==> src/rtl/parity_updown_counter.sv <==
// Up/down counter whose sequence is all values, only even values or only odd values,
// with a parallel load, a wrap-or-saturate boundary policy and a one-cycle wrap pulse.
module parity_updown_counter #(
    parameter int WIDTH = 4,
    parameter bit WRAP  = 1'b1
) (
    input  logic             clk,
    input  logic             reset,
    input  logic             en,
    input  logic             Y,
    input  logic [1:0]       mode,
    input  logic             load,
    input  logic [WIDTH-1:0] d,
    output logic [WIDTH-1:0] Q,
    output logic             tc,
    output logic             wrapped
);

    typedef enum logic [1:0] {
        MODE_ALL  = 2'b00,
        MODE_EVEN = 2'b01,
        MODE_ODD  = 2'b10,
        MODE_HOLD = 2'b11
    } mode_e;

    localparam logic [WIDTH:0] ONE_EXT = {{WIDTH{1'b0}}, 1'b1};
    localparam logic [WIDTH:0] TWO_EXT = {{(WIDTH-1){1'b0}}, 2'b10};

    mode_e            mode_sel;
    logic [WIDTH-1:0] min_val;
    logic [WIDTH-1:0] max_val;
    logic [WIDTH:0]   step_val;
    logic             aligned;

    logic [WIDTH:0]   delta;
    logic [WIDTH:0]   q_ext;
    logic [WIDTH:0]   up_sum;
    logic [WIDTH-1:0] down_diff;
    logic             over_max;
    logic             under_min;

    logic [WIDTH-1:0] q_next;
    logic             wrapped_next;

    assign mode_sel = mode_e'(mode);

    // Bounds of the selected sequence, and whether Q already lies on it.
    // NOTE: every always_comb output gets a default first so no path leaves it
    // unassigned; an unassigned path would infer a latch.
    always_comb begin
        min_val  = '0;
        max_val  = '1;
        step_val = ONE_EXT;
        aligned  = 1'b1;
        case (mode_sel)
            MODE_EVEN: begin
                max_val  = {{(WIDTH-1){1'b1}}, 1'b0};
                step_val = TWO_EXT;
                aligned  = ~Q[0];
            end
            MODE_ODD: begin
                min_val  = {{(WIDTH-1){1'b0}}, 1'b1};
                step_val = TWO_EXT;
                aligned  = Q[0];
            end
            default: ;
        endcase
    end

    // A misaligned value moves by one onto the sequence; otherwise a full step.
    // The extra top bit lets the up-sum see past 2^WIDTH-1 before it wraps.
    assign delta     = aligned ? step_val : ONE_EXT;
    assign q_ext     = {1'b0, Q};
    assign up_sum    = q_ext + delta;
    assign down_diff = Q - delta[WIDTH-1:0];
    assign over_max  = up_sum > {1'b0, max_val};
    assign under_min = q_ext < ({1'b0, min_val} + delta);

    always_comb begin
        q_next       = Q;
        wrapped_next = 1'b0;
        if (load) begin
            q_next = d;
        end else if (en && (mode_sel != MODE_HOLD)) begin
            if (!Y) begin
                if (over_max) begin
                    q_next       = WRAP ? min_val : max_val;
                    wrapped_next = WRAP;
                end else begin
                    q_next = up_sum[WIDTH-1:0];
                end
            end else begin
                if (under_min) begin
                    q_next       = WRAP ? max_val : min_val;
                    wrapped_next = WRAP;
                end else begin
                    q_next = down_diff;
                end
            end
        end
    end

    // NOTE: state registers use non-blocking assignments so every flop samples
    // the pre-edge values, independent of block evaluation order.
    always_ff @(posedge clk or negedge reset) begin
        if (!reset) begin
            Q       <= '0;
            wrapped <= 1'b0;
        end else begin
            Q       <= q_next;
            wrapped <= wrapped_next;
        end
    end

    assign tc = (mode_sel != MODE_HOLD) && (Y ? (Q == min_val) : (Q == max_val));

endmodule

==> config.mk <==
export PLATFORM = sky130hd
export DESIGN_NAME = parity_updown_counter
export DESIGN_NICKNAME = d
export VERILOG_FILES = /design/src/rtl/parity_updown_counter.sv
export SDC_FILE = /design/constraint.sdc
export NUM_CORES = 1
export LEC_CHECK = 0
export BUFFER_PORTS_ARGS = -buffer_cell sky130_fd_sc_hd__buf_2
export CAP_MARGIN = 20
export CORE_MARGIN = 2
export CORE_UTILIZATION = 53
export CTS_BUF_LIST = sky130_fd_sc_hd__clkbuf_8 sky130_fd_sc_hd__clkbuf_16
export DETAILED_ROUTE_END_ITERATION = 10
export GPL_TIMING_DRIVEN = 0
export PLACE_DENSITY_LB_ADDON = 0.15
export SLEW_MARGIN = 10
export SYNTH_ARGS = -nofsm -noshare
export SYNTH_HDL_FRONTEND = slang
export SYNTH_SLANG_ARGS = --single-unit
==> constraint.sdc <==
create_clock -name clk -period 3.6 [get_ports clk]
set_clock_uncertainty 0.15 [all_clocks]
set_input_delay 0.72 -clock clk [delete_from_list [all_inputs] [get_ports clk]]
set_output_delay 0.72 -clock clk [all_outputs]
set_load 0.1 [all_outputs]
==> impl_metrics.toml <==
[status]
outcome = "complete, no violations"

[pwr]
peakVddDrop_v = 0.000338
pwr-share-comb_pct = 59.7
pwr-share-clk_pct = 22.8
p_switching_mw = 0.218
switching_share_pct = 49.3
cellPowerDensity_mw_per_mm2 = 482
p_int_mw = 0.224
cellLeakagePower_nw = 0.452
seqPwrFrac_pct = 17.5
p_total_mw = 0.441

[critical_path]
r2r_cells = 11
critPathMaxStageDelay_ns = 0.49
critPathSlowestCell = "or4_4"
path_cells = "buf_2 > nor2b_1 > nor2_1 > or2_2 > inv_1 > fa_1 > xor2_2 > nand2_1 > or4_4 > nand2_2 > nor3b_1 > a211o_1"
worst-path-stages = 12
critPathKind = "primary input to flip-flop"
critical_path.top_delay_family = "simple AND/OR/NAND/NOR gates"
start_kind = "primary input"
critPathArrivalTime_ns = 3.26
worst-path-max-fanout = 6
required_ns = 3.55
end_kind = "flip-flop"
crit_buf_inv = 2

[detailed_routing]
dr_total_vias = 761
routed-wl-met3_um = 76
drt_iter0_markers = 19
wl_met1_um = 874
routed_wl_um = 1780
highest_layer = "met3"
route.detailed.drc = 0
via_per_inst = 5.72
wl_met2_um = 828
drt_first_pass_iters = 4
wl_per_cell_um = 13.4
ant_nets = 0

[grt]
antenna_found_initial = 0
grt_max_degree = 11
grt_pass1_vias = 775
grt.overflow.total = 0
track_usage_pct = 24.4
grt_pass1_wl_um = 3410

[floorplanning]
ios = 17
dieArea_mm2 = 0.00179
rows = 13
start_util_pct = 58.3
die_h_um = 42.3
die_w_um = 42.3
core-area_mm2 = 0.00133

[sta]
post-route-period-util_pct = 91.8
period_needed_ns = 3.31
hold_viol_final = 0
relSlewSlack_pct = 67.7
rsz0062_at_grt = "false"
tns_ns = 0
max_freq_ghz = 0.302
setup_viol = 0
slew_violations = 0
tightest_slew_ns = 0.488

[synth]
synth_seq_area_share_pct = 16.1
synth_area_um2 = 778
synth_fp_nets = 121
syn_area_per_cell_um2 = 7.78
synth.distinct_cells = 38
yosysWarnings = 0
ys_seq_elements = 5
postSynthCellCount = 100

[layout]
layout.cells.most_common = "buf_2"
mostFrequentLayoutCells = "16 x buf_2, 13 x inv_1, 9 x nand2_1"
area_delta_synth_final_pct = 17.7
nNetsFinal = 140
drive_above_1_share_pct = 25.4
diodes = 0

[clock_tree]
cts_max_level = 1
holdBufCountCts = 0
cts_tree = "built"
clk_pin_slew_ns = 0.04
clock_path_buffers = 2
cts_sinks = 5
ctsResizeCount = 0
clock_latency_ns = 0.22
numCtsBuffers = 3
cts_root_buffer = "clkbuf_8"
post_cts_buffers = 0

[worst_hold_path]
worstHoldPathType = "primary input to asynchronous set/reset pin"

[run]
drv_cap = 0

[placement]
hpwl_um = 1420
gp_congestion = 0.942
portBuffers = 14
sequential cells by signal, summed over array words and instances, names as in the netlist:
signal	count
wrapped	1
Q	4
area by class of cell:
class                   count  area [um2]
plain buffers               5        36.3
clock buffers               3        41.3
clock inverters             1        3.75
fillers                   132         418
inverters                  12        45.0
multi-input cells          78         576
flip-flops and latches      5         125
well taps                  15        18.8
repair buffers             14        70.1
Yosys cell counts:
cell,count,area [um2]
inv_1,12,45.0
nand2_1,9,33.8
ha_1,8,100
o21ai_0,8,40.0
a21oi_1,7,35.0
nor2_1,7,26.3
dfrtp_1,5,125
nor3_1,3,15.0
o211ai_1,3,22.5
a211o_1,2,17.5
a211oi_1,2,15.0
and2_1,2,12.5
buf_2,2,10.0
buf_4,2,15.0
fa_1,2,40.0
nor2b_1,2,12.5
o2111ai_1,2,17.5
or3_1,2,12.5
a22oi_1,1,7.51
a311oi_1,1,8.76
a31oi_1,1,6.26
a31oi_2,1,12.5
buf_6,1,11.3
maj3_1,1,10.0
mux2i_1,1,10.0
nand2_2,1,6.26
nand2b_1,1,6.26
nand2b_4,1,13.8
nand3_1,1,5.00
nand4_1,1,6.26
nor3b_1,1,7.51
nor3b_2,1,12.5
nor4bb_1,1,10.0
o22ai_1,1,6.26
or2_2,1,6.26
or4_4,1,11.3
xor2_1,1,8.76
xor2_2,1,16.3
stage by stage:
| step | util [%] | std cells | worst slack, ns | area (um2) | hold WS, ns |
|---|---|---|---|---|---|
| after CTS | 68.7 | 133 | 0.305 | 916 | 0.153 |
| after global placement | 65.3 | 129 | 0.126 | 871 | 0.386 |
| final | 68.7 | 133 | 0.294 | 916 | 0.151 |
| after detailed placement | 65.3 | 129 | 0.0649 | 871 | 0.388 |
| after global routing | 68.7 | 133 | 0.0770 | 916 | 0.155 |
| after floorplan | - | 100 | 0.103 | 782 | 0.274 |
logic make-up after synthesis:
logic type	synth area share (%)
mux	1.29
simple gates	25.4
fa+ha+maj	19.3
buf+inv	10.4
flops	16.1
xor+xnor	3.22
compound gates	24.3
worst paths after layout:
kind	start	end	slack (ns)
worst max-delay path	mode[1]	Q[1]	0.29
worst min-delay path	reset	wrapped	0.15
worst max register to register	Q[0]	Q[1]	0.55
worst min register to register	Q[3]	Q[2]	0.60
max in group asynchronous	reset	Q[3]	3.02
min in group clk	d[3]	Q[3]	0.57
power by group through the flow:
stage	sequential, mW	clock [mW]	combinational, mW
global placement	0.0776	0	0.259
floorplan	0.137	0	0.152
finish	0.0772	0.101	0.263
CTS	0.0777	0.103	0.264
global route	0.0790	0.110	0.293
detailed placement	0.0782	0	0.262
layer usage:
layer  up-vias  global-route usage (%)
met1       351                    34.9
met3         0                    5.17
li1        388                       -
met4         0                    3.75
met2        22                    38.5
met5         -                       0
Note: power is estimated with default switching activity, not from simulation.
